==> src/rtl/ysyx_25040111_mem_arb.sv <==
`default_nettype none
// ============================================================================
// Module   : ysyx_25040111_mem_arb
// Brief    : Two-port (icache refill / data) fixed-priority arbiter feeding
//            the LSU command interface, with burst beat counting.
// Revision : 1.0 - initial release
// ============================================================================

module ysyx_25040111_mem_arb #(
  parameter int AW = 32,
  parameter int DW = 32,
  parameter int LW = 8
) (
  input  logic          clock,
  input  logic          reset,
  // icache refill port
  input  logic          i_req,
  input  logic [AW-1:0] i_addr,
  input  logic [LW-1:0] i_len,
  output logic          i_gnt,
  output logic          i_rvalid,
  output logic          i_done,
  // data port
  input  logic          d_req,
  input  logic          d_wen,
  input  logic          d_ren,
  input  logic          d_sign,
  input  logic [1:0]    d_mask,
  input  logic [AW-1:0] d_addr,
  input  logic [DW-1:0] d_wdata,
  output logic          d_gnt,
  output logic          d_done,
  output logic [DW-1:0] rdata,
  // LSU command interface
  output logic          m_start,
  output logic          m_wen,
  output logic          m_ren,
  output logic          m_sign,
  output logic [1:0]    m_mask,
  output logic [AW-1:0] m_addr,
  output logic [DW-1:0] m_wdata,
  output logic [LW-1:0] m_tlen,
  input  logic [DW-1:0] m_rdata,
  input  logic          m_valid,
  output logic          err
);

  localparam logic [1:0] S_IDLE   = 2'd0;
  localparam logic [1:0] S_BUSY_I = 2'd1;
  localparam logic [1:0] S_BUSY_D = 2'd2;

  logic [1:0]    r_state;
  logic [1:0]    w_state_nxt;
  logic [LW-1:0] r_cnt;
  logic          w_idle;
  logic          w_i_beat;
  logic          w_d_beat;
  logic          w_last;

  assign w_idle   = (r_state == S_IDLE);
  assign w_i_beat = (r_state == S_BUSY_I) && m_valid;
  assign w_d_beat = (r_state == S_BUSY_D) && m_valid;
  assign w_last   = (r_cnt == '0);

  // Grants are combinational; masked by reset so nothing leaks while held.
  assign d_gnt    = w_idle && d_req && !reset;
  assign i_gnt    = w_idle && !d_req && i_req && !reset;

  assign i_rvalid = w_i_beat;
  assign i_done   = w_i_beat && w_last;
  assign d_done   = w_d_beat;
  assign rdata    = m_rdata;

  always_comb begin
    w_state_nxt = r_state;
    case (r_state)
      S_IDLE: begin
        if (d_gnt)      w_state_nxt = S_BUSY_D;
        else if (i_gnt) w_state_nxt = S_BUSY_I;
      end
      S_BUSY_I: if (i_done) w_state_nxt = S_IDLE;
      S_BUSY_D: if (d_done) w_state_nxt = S_IDLE;
      default:  w_state_nxt = S_IDLE;
    endcase
  end

  always_ff @(posedge clock or posedge reset) begin
    if (reset) begin
      r_state <= S_IDLE;
    end else begin
      r_state <= w_state_nxt;
    end
  end

  // Command fields are captured at grant and held until the next grant.
  always_ff @(posedge clock or posedge reset) begin
    if (reset) begin
      m_start <= 1'b0;
      m_wen   <= 1'b0;
      m_ren   <= 1'b0;
      m_sign  <= 1'b0;
      m_mask  <= 2'b00;
      m_addr  <= '0;
      m_wdata <= '0;
      m_tlen  <= '0;
    end else begin
      m_start <= d_gnt || i_gnt;
      if (d_gnt) begin
        m_wen   <= d_wen;
        m_ren   <= d_ren;
        m_sign  <= d_sign;
        m_mask  <= d_mask;
        m_addr  <= d_addr;
        m_wdata <= d_wdata;
        m_tlen  <= '0;
      end else if (i_gnt) begin
        m_wen   <= 1'b0;
        m_ren   <= 1'b1;
        m_sign  <= 1'b0;
        m_mask  <= 2'b11;
        m_addr  <= i_addr;
        m_wdata <= '0;
        m_tlen  <= i_len;
      end
    end
  end

  // Remaining-beats counter; holds at zero on the final beat so a full
  // 2**LW-beat burst never wraps.
  always_ff @(posedge clock or posedge reset) begin
    if (reset) begin
      r_cnt <= '0;
    end else if (d_gnt) begin
      r_cnt <= '0;
    end else if (i_gnt) begin
      r_cnt <= i_len;
    end else if ((w_i_beat || w_d_beat) && !w_last) begin
      r_cnt <= r_cnt - LW'(1);
    end
  end

  // Sticky: a response with no transaction outstanding, or one racing the
  // command start, is a protocol violation by the LSU.
  always_ff @(posedge clock or posedge reset) begin
    if (reset) begin
      err <= 1'b0;
    end else if (m_valid && (w_idle || m_start)) begin
      err <= 1'b1;
    end
  end

endmodule

`default_nettype wire

==> config.mk <==
export PLATFORM = sky130hd
export DESIGN_NAME = ysyx_25040111_mem_arb
export DESIGN_NICKNAME = d
export VERILOG_FILES = /design/src/rtl/ysyx_25040111_mem_arb.sv
export SDC_FILE = /design/constraint.sdc
export NUM_CORES = 1
export LEC_CHECK = 0
export ABC_AREA = 1
export CAP_MARGIN = 20
export CORE_MARGIN = 4
export CORE_UTILIZATION = 33
export CTS_CLUSTER_SIZE = 30
export DETAILED_ROUTE_END_ITERATION = 7
export PLACE_DENSITY = 0.86
export SYNTH_ARGS = -nofsm -noshare
export SYNTH_HDL_FRONTEND = slang
export SYNTH_SLANG_ARGS = --single-unit
==> constraint.sdc <==
create_clock -name clock -period 3.5 [get_ports clock]
set_input_delay 0.875 -clock clock [delete_from_list [all_inputs] [get_ports clock]]
set_output_delay 0.875 -clock clock [all_outputs]
set_load 0.01 [all_outputs]
==> metrics.cfg, run 1 <==
[routing]
dr_total_vias=3787
vias_per_cell=4.86
detail_route.first_pass.iterations=4
antenna_violating_nets_post_route=0
detailedRoute.firstIterationViolations=218
wirelength_routed_mm=12.0
detail_route.wl_per_cell_um=15.4
remaining_drc_errors=0

[sta]
final.setup_skew_ps=7.00
max_slew_violations=0
grt_setup_unrepaired=false
final_period_minus_worst_setup_slack_ps=3240
post-route-period-util_pct=92.7
achievable-frequency_mhz=308
final.setup.tns_ps=0
slew-limit-headroom_pct=47.0
timing_worst_slew_pin_value_ps=796
setup_viol_count_final=0
count_of_final_hold_check_violations=0

[final_layout]
fin_area_um2=6260
layout.cells.non_filler=779
drive_gt1_share_pct=5.40
finalNetCount=754
antennaDiodeCount=0
most_common_cell_after_layout_fill_and_taps_aside=clkdlybuf4s50_1
postLayoutCoreUtil_pct=51.9
syn_to_final_growth_pct=53.9
most-common-layout-cells=197 x clkdlybuf4s50_1, 98 x nand2_1, 89 x dfrtp_1, 52 x nor2_1, 39 x o21ai_0
nFillCells=1051

[logic_synthesis]
synth.ff_latch_count=89
synth_fp_nets=591
synth-warning-count=0
post_synth_inst_count=443
synth_area_um2=4070
synth.distinct_cells=23
asyncSetResetFlopFracSynth_pct=100
postSynth.topFlopCell=dfrtp_1
synthesis.area_per_instance_um2=9.19
post_synth_edffs=0
seq_area_frac_synth_pct=54.7
synth.top_cell.area_share_pct=54.7
synth_area_leader_cell=dfrtp_1
synthTopCellsByArea=dfrtp_1 55%, nand2_1 9.0%, a22o_1 7.3%

[clock_tree]
cts_buffers=9
clock-root-buffer=clkbuf_16
cts_hold_buf=0
clk-insertion-delay-late_ps=340
cts_resized=0
clk_pin_slew_worst_paths_ps=60
cts-root-to-sink-buffers=2
post_cts_setup_inserts=0
number_of_h_tree_levels=3
tritoncts=built
clkSinkCount=89

[floorplan]
core_um2=12100
die-width_um=119
num_rows=40
top_level_ports=262
die_area_um2=14200
initial_core_util_pct=33.7
die_height_um=119

[critical_path]
setup.reg_to_reg.worst_slack_ps=1650
crit_path_start_kind=primary input
worst-setup-path-type=in2out
critical_path.reg2reg.endpoint=m_addr[10]
worst_path_most_repeated_cell=clkdlybuf4s50_1
critical_path_arrival_ps=2370
timing.critical_path.fanout_max=3
cp-end-kind=output pin
regToRegStartpoint=r_state[1]
cp_slowest_cell=clkdlybuf4s50_1
reg2reg_depth=6
cp_slowest_stage_delay_ps=560
cp_data_required_time_ps=2620
timing.critical_path.cells=clkdlybuf4s50_1, inv_1, nor2_1, nand3_2, clkinv_2, clkdlybuf4s50_1

[placement]
portbufs=197
number_of_instances_in_the_placed_design=763
place_hpwl_mm=8.87
globalplace.congestion=0.913
postPlaceCellArea_um2=5960

[worst_hold_path]
worstHoldPathCells=2
min_from=m_tlen[3]
timing.hold.worst.class=reg2reg
min_delay_worst_endpoint=m_tlen[3]

[grt]
pin_count_of_the_biggest_net_entering_global_routing=68
globalRoute.totalOverflow=0
initial_antenna_violation_count=0
grtUsageTotal_pct=17.0
vias_in_the_first_global_route=3903
grt_first_pass_wirelength_mm=19.4

[pwr]
max-vdd-ir-drop_uv=310
p_leak_nw=2.79
design_power_total_mw=5.15
power_per_cell_area_nw_per_um2=822

[outcome]
status=completed

[run]
cap_violations=0

==> metrics by stage <==
step	hold slack, ps	setup WS [ps]
floorplan	464	79.6
global placement	456	283
detailed placement	458	254
CTS	474	254
global route	506	164
finish	471	256
==> power by group <==
| part | switching, mW | internal, mW |
|---|---|---|
| clock | 0.406 | 0.559 |
| combinational | 1.09 | 1.27 |
| sequential | 0.305 | 1.52 |
| total | 1.80 | 3.35 |
==> critical path: cells and delay by family <==
family,cells,cell delay [ps]
buffers and inverters,4,1240
AND/OR/NAND/NOR,2,270
==> layer usage <==
metal  vias to the layer above  wire [um]  GRT usage (%)
met4                         0        306           7.46
met3                        34       1060           5.60
met5                         -          0              0
li1                       1760          -              -
met2                       218       5560           26.7
met1                      1775       5040           21.4
==> synthesized netlist by cell type, types with 2 or more instances <==
master	count
o22a_1	3
dfrtp_1	89
ha_1	2
inv_1	18
buf_6	3
buf_4	32
nand4_1	2
clkbuf_1	7
nor2_1	52
o21ai_0	39
a21oi_1	32
a22o_1	34
nand3_2	2
nand3_1	10
buf_2	11
inv_2	3
nand2_1	98
==> logic make-up after synthesis <==
logic type	share of synthesized area (%)
adder cells (fa/ha/maj)	0.615
flip-flops	54.7
AND/OR/NAND/NOR	16.1
AO/OA/AOI/OAI	17.7
buffers and inverters	10.8
==> how the worst max path moves through the flow <==
stage	from	endpoint	slack, ps	cells past startpoint
finish	i_req	i_gnt	260	6
global route	i_req	i_gnt	160	6
CTS	i_req	i_gnt	250	6
detailed placement	i_req	i_gnt	250	6
global placement	i_req	i_gnt	280	6
floorplan	reset	i_gnt	80	3
==> layout make-up <==
cell class                 count  area [um2]  area share (%)
sequential                    89        2230            35.6
timing repair buffer         205        2030            32.4
multi-input combinational    279        1400            22.4
clock buffer                   9         225            3.60
tap                          168         210            3.36
inverter                      22        86.3            1.38
clock inverter                 7        77.6            1.24
==> flip-flops by register name, indices dropped and copies added, names as in the netlist <==
name and cells:
r_cnt 8, m_tlen 8, m_addr 32, m_ren 1, m_wdata 32, m_mask 2
m_wen 1, m_start 1, err 1, r_state 2, m_sign 1
No activity file was read; power rests on OpenSTA's default activity.
==> run 2: changes to the inputs <==
--- a/config.mk
+++ b/config.mk
@@ -9,6 +9,7 @@
 export CAP_MARGIN = 20
 export CORE_MARGIN = 4
 export CORE_UTILIZATION = 33
+export CTS_CLUSTER_DIAMETER = 120
 export CTS_CLUSTER_SIZE = 30
 export DETAILED_ROUTE_END_ITERATION = 7
 export PLACE_DENSITY = 0.86
==> results of run 2 <==
No change in the layout: final DEF, timing and power equal those of run 1.
